<file path="config.mk">
export PLATFORM = sky130hd
export DESIGN_NAME = mon_tx_arbiter
export DESIGN_NICKNAME = d
export VERILOG_FILES = /design/src/rtl/nextasic_pkg.sv /design/src/rtl/mon_tx_timer.sv /design/src/rtl/mon_tx_arbiter.sv
export SDC_FILE = /design/constraint.sdc
export NUM_CORES = 1
export LEC_CHECK = 0
export BUFFER_PORTS_ARGS = -buffer_cell sky130_fd_sc_hd__clkbuf_2
export CAP_MARGIN = 40
export CORE_ASPECT_RATIO = 0.9
export CORE_UTILIZATION = 30
export DETAILED_ROUTE_END_ITERATION = 7
export PLACE_DENSITY = 0.67
export RECOVER_POWER = 25
export SETUP_SLACK_MARGIN = 0.1
export SYNTH_ARGS = -nofsm -noshare
export SYNTH_HDL_FRONTEND = slang
export SYNTH_SLANG_ARGS = --single-unit
</file>
<file path="constraint.sdc">
create_clock -name mon_clk -period 2.23 [get_ports mon_clk]
set_input_delay 0.1115 -clock mon_clk [delete_from_list [all_inputs] [get_ports mon_clk]]
set_output_delay 0.1115 -clock mon_clk [all_outputs]
set_load 0.03 [all_outputs]
</file>
<file path="src/rtl/nextasic_pkg.sv">
// Shared definitions for the monitor TX path: FSM encoding, grant_id codes and packet width.
package nextasic_pkg;

   localparam int PKT_W = 40;

   typedef enum logic [1:0] {
      ST_IDLE      = 2'd0,
      ST_ISSUE     = 2'd1,
      ST_WAIT_DONE = 2'd2,
      ST_GAP       = 2'd3
   } arb_state_t;

   typedef enum logic [1:0] {
      GNT_NONE = 2'd0,
      GNT_PWR  = 2'd1,
      GNT_AUD  = 2'd2,
      GNT_KBD  = 2'd3
   } grant_t;

   // pwr always wins; aud/kbd ties are broken by the round-robin pointer
   function automatic grant_t pick_winner(input logic pwr, input logic aud,
                                          input logic kbd, input logic rr_kbd);
      grant_t g;
      g = GNT_NONE;
      if (pwr)
         g = GNT_PWR;
      else if (aud && kbd)
         g = rr_kbd ? GNT_KBD : GNT_AUD;
      else if (aud)
         g = GNT_AUD;
      else if (kbd)
         g = GNT_KBD;
      return g;
   endfunction

endpackage

</file>
<file path="src/rtl/mon_tx_timer.sv">
// Loadable saturating down-counter shared by the gap and tx_done-timeout phases.
// Load wins over decrement; the count holds at zero instead of wrapping.
module mon_tx_timer #(
   parameter int CNT_W = 12
) (
   input  logic             mon_clk,
   input  logic             rst_n,
   input  logic             load,
   input  logic [CNT_W-1:0] load_val,
   input  logic             dec,
   output logic [CNT_W-1:0] cnt,
   output logic             zero
);

   always_ff @(posedge mon_clk) begin
      if (!rst_n)
         cnt <= '0;
      else if (load)
         cnt <= load_val;
      else if (dec && !zero)
         cnt <= cnt - 1'b1;
   end

   assign zero = (cnt == '0);

endmodule

</file>
<file path="src/rtl/mon_tx_arbiter.sv">
// Arbitrates pwr/aud/kbd packets onto one serial sender; out_valid and ack follow a sampled request by one cycle.
// One packet in flight: new requests wait for tx_done (or timeout) plus GAP quiet cycles.
module mon_tx_arbiter
   import nextasic_pkg::*;
#(
   parameter int GAP     = 8,
   parameter int TIMEOUT = 4095,
   parameter int CNT_W   = 12
) (
   input  logic             mon_clk,
   input  logic             rst_n,
   input  logic             pwr_req,
   input  logic             aud_req,
   input  logic             kbd_req,
   input  logic [PKT_W-1:0] pwr_data,
   input  logic [PKT_W-1:0] aud_data,
   input  logic [PKT_W-1:0] kbd_data,
   output logic             pwr_ack,
   output logic             aud_ack,
   output logic             kbd_ack,
   output logic [PKT_W-1:0] out_data,
   output logic             out_valid,
   input  logic             tx_done,
   output logic [1:0]       grant_id,
   output logic             busy,
   output logic             err_timeout
);

   localparam logic [CNT_W-1:0] GAP_LOAD     = CNT_W'(GAP);
   localparam logic [CNT_W-1:0] TIMEOUT_LOAD = CNT_W'(TIMEOUT);
   localparam logic [CNT_W-1:0] CNT_ONE      = CNT_W'(1);

   arb_state_t       state;
   logic             rr_kbd;
   grant_t           winner;
   logic [PKT_W-1:0] win_data;
   logic             tmr_load;
   logic             tmr_dec;
   logic             tmr_zero;
   logic             tmr_last;
   logic             wait_end;
   logic [CNT_W-1:0] tmr_load_val;
   logic [CNT_W-1:0] tmr_cnt;

   mon_tx_timer #(.CNT_W(CNT_W)) u_timer (
      .mon_clk  (mon_clk),
      .rst_n    (rst_n),
      .load     (tmr_load),
      .load_val (tmr_load_val),
      .dec      (tmr_dec),
      .cnt      (tmr_cnt),
      .zero     (tmr_zero)
   );

   // A phase loaded with N lasts exactly N cycles: leave when the count is on its last step.
   assign tmr_last = tmr_zero || (tmr_cnt == CNT_ONE);
   assign wait_end = (state == ST_WAIT_DONE) && (tx_done || tmr_last);

   always_comb begin
      winner = pick_winner(pwr_req, aud_req, kbd_req, rr_kbd);
      case (winner)
         GNT_AUD: win_data = aud_data;
         GNT_KBD: win_data = kbd_data;
         default: win_data = pwr_data;
      endcase
   end

   always_comb begin
      tmr_load     = 1'b0;
      tmr_load_val = GAP_LOAD;
      tmr_dec      = 1'b0;
      case (state)
         ST_ISSUE: begin
            tmr_load     = 1'b1;
            tmr_load_val = TIMEOUT_LOAD;
         end
         ST_WAIT_DONE: begin
            if (wait_end)
               tmr_load = 1'b1;
            else
               tmr_dec = 1'b1;
         end
         ST_GAP:  tmr_dec = 1'b1;
         default: ;
      endcase
   end

   always_ff @(posedge mon_clk) begin
      if (!rst_n) begin
         state       <= ST_IDLE;
         rr_kbd      <= 1'b0;
         out_valid   <= 1'b0;
         pwr_ack     <= 1'b0;
         aud_ack     <= 1'b0;
         kbd_ack     <= 1'b0;
         out_data    <= '0;
         grant_id    <= GNT_NONE;
         busy        <= 1'b0;
         err_timeout <= 1'b0;
      end else begin
         out_valid <= 1'b0;
         pwr_ack   <= 1'b0;
         aud_ack   <= 1'b0;
         kbd_ack   <= 1'b0;
         case (state)
            ST_IDLE: begin
               if (winner != GNT_NONE) begin
                  state     <= ST_ISSUE;
                  out_valid <= 1'b1;
                  out_data  <= win_data;
                  grant_id  <= winner;
                  busy      <= 1'b1;
                  pwr_ack   <= (winner == GNT_PWR);
                  aud_ack   <= (winner == GNT_AUD);
                  kbd_ack   <= (winner == GNT_KBD);
                  if (winner != GNT_PWR)
                     rr_kbd <= (winner == GNT_AUD);
               end
            end
            ST_ISSUE: state <= ST_WAIT_DONE;
            ST_WAIT_DONE: begin
               if (wait_end) begin
                  if (!tx_done)
                     err_timeout <= 1'b1;
                  if (GAP == 0) begin
                     state    <= ST_IDLE;
                     grant_id <= GNT_NONE;
                     busy     <= 1'b0;
                  end else begin
                     state <= ST_GAP;
                  end
               end
            end
            ST_GAP: begin
               if (tmr_last) begin
                  state    <= ST_IDLE;
                  grant_id <= GNT_NONE;
                  busy     <= 1'b0;
               end
            end
            default: state <= ST_IDLE;
         endcase
      end
   end

endmodule
</file>
Yosys cells after proc, flatten, opt, wreduce, memory -nomap -nowiden
Index checks and enable logic that the tools add are counted.
{"block": "totals", "regBits": 63, "in_bits": 126, "wordCells": 65}
{"block": "op_classes", "addsub": 1, "eq_ne": 11, "muxes": 23, "bitwise": 1, "reduce_logical": 18}
{"cell": "one-hot mux 40 bit (2 select lines)", "count": 1}
{"cell": "2-to-1 mux 12 bit", "count": 3}
{"cell": "2-to-1 mux 2 bit", "count": 8}
{"cell": "AND reduction 3 bit", "count": 5}
{"cell": "== test 12 x 1 -> 1 bit (second input constant)", "count": 1}
{"cell": "zero test 12 bit", "count": 1}
{"cell": "subtractor 12 x 1 -> 12 bit (second input constant)", "count": 1}
{"cell": "== test 2 bit (second input constant)", "count": 4}
{"cell": "one-hot mux 2 bit (4 select lines)", "count": 1}
{"cell": "2-to-1 mux 1 bit", "count": 6}
{"cell": "!= test 2 bit (second input constant)", "count": 3}
{"cell": "one-hot mux 1 bit (2 select lines)", "count": 3}
{"cell": "nonzero test 2 bit", "count": 3}
{"cell": "== test 2 x 1 -> 1 bit (second input constant)", "count": 2}
{"cell": "one-hot mux 2 bit (2 select lines)", "count": 1}
{"cell": "AND reduction 2 bit", "count": 2}
{"cell": "logical AND 1 bit", "count": 3}
{"cell": "zero test 2 bit", "count": 1}
{"cell": "logical OR 1 bit", "count": 2}
{"cell": "!= test 2 x 1 -> 1 bit (second input constant)", "count": 1}
{"cell": "zero test 1 bit", "count": 1}
{"cell": "NOT 1 bit", "count": 1}

Depth between registers and ports, before layout
{"block": "depth", "depth_word": 9, "depth_mapped": 7, "ltp_nobuf": 7}

By module
From an unflattened synthesis, not the netlist that was laid out.
{"block": "unflattened", "hier_cells": 350, "area_unflattened_um2": 3184.3}
{"mod": "mon_tx_arbiter", "n_inst": 1, "cells_per_inst": 253, "area_each_um2": 2381.0}
{"mod": "mon_tx_timer", "n_inst": 1, "cells_per_inst": 97, "area_each_um2": 803.3}

Worst setup path after synthesis
OpenSTA, ideal clock, no wires.
{"block": "synth_path", "path_kind": "register -> register", "start": "register u_timer.cnt[7]", "end": "register u_timer.cnt[6]", "setup_time_ps": 122, "arrival_time_ps": 1807, "t_required_ps": 2108, "setup_slack_ps": 301, "stages_incl_launch_ff": 7, "path_buffers": 1, "synth_period_minus_slack_ps": 1929, "path_cell_list": "dfxtp_1 > or4_1 > buf_2 > or4_4 > nand2_4 > o21ai_1 > o311a_1"}
{"block": "synth_via", "elab_chain_cells": 8, "word_cells_on_any_way": 13, "classes_between": "1 x eq/ne; 5 x mux; 7 x reduce/logical"}
{"element": "start: declaration", "line": "mon_tx_timer.sv:11", "rtl": "output logic [CNT_W-1:0] cnt,"}
{"element": "start signal: assignment", "line": "mon_tx_timer.sv:19", "rtl": "cnt <= load_val;"}
{"element": "start signal: assignment", "line": "mon_tx_timer.sv:21", "rtl": "cnt <= cnt - 1'b1;"}
{"element": "== test 12 x 1 -> 1 bit / zero test 12 bit (equally long branches)", "line": "mon_tx_arbiter.sv:56, mon_tx_timer.sv:24"}
{"element": "logical OR 1 bit", "line": "mon_tx_arbiter.sv:56", "rtl": "assign tmr_last = tmr_zero || (tmr_cnt == CNT_ONE);"}
{"element": "logical OR 1 bit", "line": "mon_tx_arbiter.sv:57", "rtl": "assign wait_end = (state == ST_WAIT_DONE) && (tx_done || tmr_last);"}
{"element": "logical AND 1 bit", "line": "mon_tx_arbiter.sv:57"}
{"element": "2-to-1 mux 1 bit", "line": "mon_tx_arbiter.sv:78", "rtl": "if (wait_end)"}
{"element": "one-hot mux 1 bit (2 select lines)", "line": "mon_tx_arbiter.sv:72", "rtl": "case (state)"}
{"element": "logical AND 1 bit", "line": "mon_tx_timer.sv:20", "rtl": "else if (dec && !zero)"}
{"element": "nonzero test 2 bit (no source line)"}
Several ways; a longest one is shown, not always the timed one.
A chain may end at the register's enable or synchronous reset.

Final worst setup path
{"block": "layout_path", "start": "register state[0]", "end": "register u_timer.cnt[1]"}
{"block": "layout_via", "elab_chain_cells": 6, "word_cells_on_any_way": 12, "classes_between": "3 x eq/ne; 6 x mux; 3 x reduce/logical"}
{"element": "start: declaration", "line": "mon_tx_arbiter.sv:33", "rtl": "arb_state_t state;"}
{"element": "start signal: assignment", "line": "mon_tx_arbiter.sv:90", "rtl": "state <= ST_IDLE;"}
{"element": "start signal: assignment", "line": "mon_tx_arbiter.sv:108", "rtl": "state <= ST_ISSUE;"}
{"element": "start signal: assignment", "line": "mon_tx_arbiter.sv:120", "rtl": "ST_ISSUE: state <= ST_WAIT_DONE;"}
{"element": "== test 2 bit", "line": "mon_tx_arbiter.sv:57, mon_tx_arbiter.sv:72"}
{"element": "logical AND 1 bit", "line": "mon_tx_arbiter.sv:57"}
{"element": "2-to-1 mux 1 bit", "line": "mon_tx_arbiter.sv:78"}
{"element": "one-hot mux 1 bit (2 select lines)", "line": "mon_tx_arbiter.sv:72"}
{"element": "logical AND 1 bit", "line": "mon_tx_timer.sv:20"}
{"element": "nonzero test 2 bit (no source line)"}
Several ways; a longest one is shown, not always the timed one.

==> flow_metrics.env <==
export IMPL_antenna_cells=0
export IMPL_layout_commonest_cell="clkbuf_2"
export IMPL_crit_cells=6
export IMPL_tns_ns=0
export IMPL_ys_ff_latch=63
export IMPL_worstSetupEndpointType="register"
export IMPL_via_count=3745
export IMPL_synthFlopType="dfxtp_1"
export IMPL_cts_tree="built"
export IMPL_synth_cell_types=51
export IMPL_r2r_end="u_timer.cnt[1]"
export IMPL_r2r_slack_ns=0.21
export IMPL_drive_gt1_share_pct=32.1
export IMPL_ant_nets=0
export IMPL_die_w_um=115
export IMPL_hold_viol=0
export IMPL_place_hpwl_mm=7.36
export IMPL_cts_resized=0
export IMPL_postCtsSetupBuffers=0
export IMPL_syn2layout_area_growth_pct=39.1
export IMPL_ys_warn_count=0
export IMPL_synth_seq_area_share_pct=36.7
export IMPL_async_flop_share_pct=0
export IMPL_holdPathEnd="out_data[28]"
export IMPL_boundaryPins=174
export IMPL_period_minus_slack_ns=2.02
export IMPL_reg2reg_depth=6
export IMPL_hp_class="input port to register"
export IMPL_outcome="complete, no violations"
export IMPL_cp_top_family="simple AND/OR/NAND/NOR gates"
export IMPL_synthCells=422
export IMPL_crit_fanout=8
export IMPL_viasPerCell=5.07
export IMPL_grt_antenna_before_repair=0
export IMPL_drt_iter0_drc=150
export IMPL_slew_violations=0
export IMPL_first_pass_iters=4
export IMPL_drc=0
export IMPL_core_area_um2=11000
export IMPL_grt_pass1_vias=3418
export IMPL_grt_usage_pct=16.8
export IMPL_rsz0062_at_grt="yes"
export IMPL_die_area_um2=11900
export IMPL_rr_startpoint="state[0]"
export IMPL_fmax_mhz=495
export IMPL_maxSlewHeadroom_pct=57.1
export IMPL_layout_common_cells="clkbuf_2, nand2_1, dfxtp_1, o2111ai_1, o211a_1"
export IMPL_holdCritStartpoint="aud_data[28]"
export IMPL_cts_inserted_buffers=9
export IMPL_overflow=0
export IMPL_cp_required_ns=2.48
export IMPL_synth_area_per_cell_um2=8.13
export IMPL_clk_latency_ns=0.33
export IMPL_period_share_pct=90.6
export IMPL_worstSetupStartpointType="register"
export IMPL_port_buffers=173
export IMPL_worst_pin_slew_ns=0.641
export IMPL_num_nets_final=714
export IMPL_cts_root_buffer="clkbuf_16"
export IMPL_cts_sinks=63
export IMPL_final_cells=738
export IMPL_powerDensity_nw_per_um2=1360
export IMPL_cts_clk_slew_worst_paths_ns=0.06
export IMPL_wl_mm=9.89
export IMPL_min_path_cells=4
export IMPL_synth_edff_count=0
export IMPL_core_rowCount=36
export IMPL_p_leak_nw=2.40
export IMPL_grt_pass1_wl_mm=15.7
export IMPL_hold_buffers=0
export IMPL_synthesis_nets=555
export IMPL_grt_max_degree=55
export IMPL_cts_path_max_buffers=2
export IMPL_dpl_cell_area_um2=4450
export IMPL_setup_viol=0
export IMPL_start_util_pct=31.2
export IMPL_wl_per_cell_um=13.4
export IMPL_crit_type="register to register"
export IMPL_slowest_delay_ns=0.43
export IMPL_cp_data_arrival_time_ns=2.27
export IMPL_skew_ns=0.00914
export IMPL_cts_max_level=3
export IMPL_fp_dieH_um=103
export IMPL_place_inst=722
export IMPL_crit_slowest_cell="a2111oi_2"
export IMPL_path_buf_inv=0
export IMPL_path_cells="ha_1, nand2b_1, a2111oi_2, nor2_1, and3_1, a211oi_2"
export IMPL_place_congestion=0.831
export IMPL_irDropWorstVdd_mv=0.547
export IMPL_maxCapViolCount=0
export IMPL_design_area_um2=4770
export IMPL_synthesis_area_um2=3430
==> cell type report <==
| type | instances | area, µm² |
|---|---|---|
| timing repair buffer | 183 | 920 |
| tap | 152 | 190 |
| inverter | 10 | 37.5 |
| multi-input combinational | 314 | 2030 |
| clock buffer | 12 | 256 |
| clock inverter | 4 | 76.3 |
| sequential | 63 | 1260 |
| fill | 1126 | 6220 |
==> layer usage <==
layer	global-route usage, %	part of all wire, %	up-vias
met5	0	0	-
met3	4.72	7.0	12
li1	-	-	1859
met1	20.9	46	1722
met4	7.19	1.6	0
met2	27.3	46	152
==> kinds of logic (layout without fill, tap and decap cells) <==
| group | after synthesis | count (layout) | synth area share (%) |
|---|---|---|---|
| buffers and inverters | 45 | 209 | 4.99 |
| multiplexers | 3 | 3 | 0.875 |
| AND/OR/NAND/NOR | 176 | 176 | 22.8 |
| AO/OA/AOI/OAI | 122 | 122 | 30.5 |
| flip-flops | 63 | 63 | 36.7 |
| XOR/XNOR | 6 | 6 | 1.53 |
| adder cells (fa/ha/maj) | 7 | 7 | 2.55 |
==> through the flow <==
step	hold slack, ns	setup slack, ns	power (mW)	utilization (%)
2_1_floorplan	0.275	0.301	4.09	-
3_3_place_gp	0.450	0.223	4.87	40.5
3_5_place_dp	0.459	0.181	4.93	40.5
4_1_cts	0.111	0.170	6.51	43.6
5_1_grt	0.135	0.0685	6.94	43.4
6_report	0.120	0.209	6.50	43.4
==> cells in the mapped netlist, types with 2 or more instances <==
cell	n	area, µm²
nand2_1	129	484
dfxtp_1	63	1260
o2111ai_1	40	350
o211a_1	40	400
clkbuf_1	32	120
o21ai_0	14	70.1
inv_1	10	37.5
nor2_1	9	33.8
ha_1	7	87.6
nor3_1	6	30.0
xnor2_1	6	52.6
a21oi_1	5	25.0
and3_1	4	25.0
nor4_1	4	25.0
or3_1	4	25.0
a211oi_1	3	22.5
a21boi_0	3	22.5
mux2i_1	3	30.0
a211oi_2	2	25.0
buf_2	2	10.0
nand2b_1	2	12.5
nand3b_1	2	15.0
nor2b_1	2	12.5
o211ai_1	2	15.0
or2_2	2	12.5
==> worst reg2reg max path, stage by stage (launching register included) <==
cell	delay (ns)
dfxtp_1	0.34
ha_1	0.32
nand2b_1	0.26
a2111oi_2	0.43
nor2_1	0.18
and3_1	0.23
a211oi_2	0.18
==> state kept, by name, indices dropped and copies added (netlist names) <==
name and count:
u_timer.cnt 12, aud_ack 1, rr_kbd 1, err_timeout 1, busy 1, kbd_ack 1, state 2, pwr_ack 1
out_data 40, out_valid 1, grant_id 2
==> where the power goes <==
group	switching [mW]	internal, mW
clock network	0.494	1.04
logic	1.99	1.17
registers	0.276	1.54
==> how the worst max path moves through the flow <==
| stage | endpoint | startpoint |
|---|---|---|
| 2_1_floorplan | u_timer.cnt[6] | u_timer.cnt[7] |
| 3_3_place_gp | u_timer.cnt[0] | u_timer.cnt[7] |
| 3_5_place_dp | u_timer.cnt[11] | state[0] |
| 4_1_cts | u_timer.cnt[11] | state[0] |
| 5_1_grt | u_timer.cnt[1] | state[0] |
| 6_report | u_timer.cnt[1] | state[0] |
Note: power is estimated with default switching activity, not from simulation.
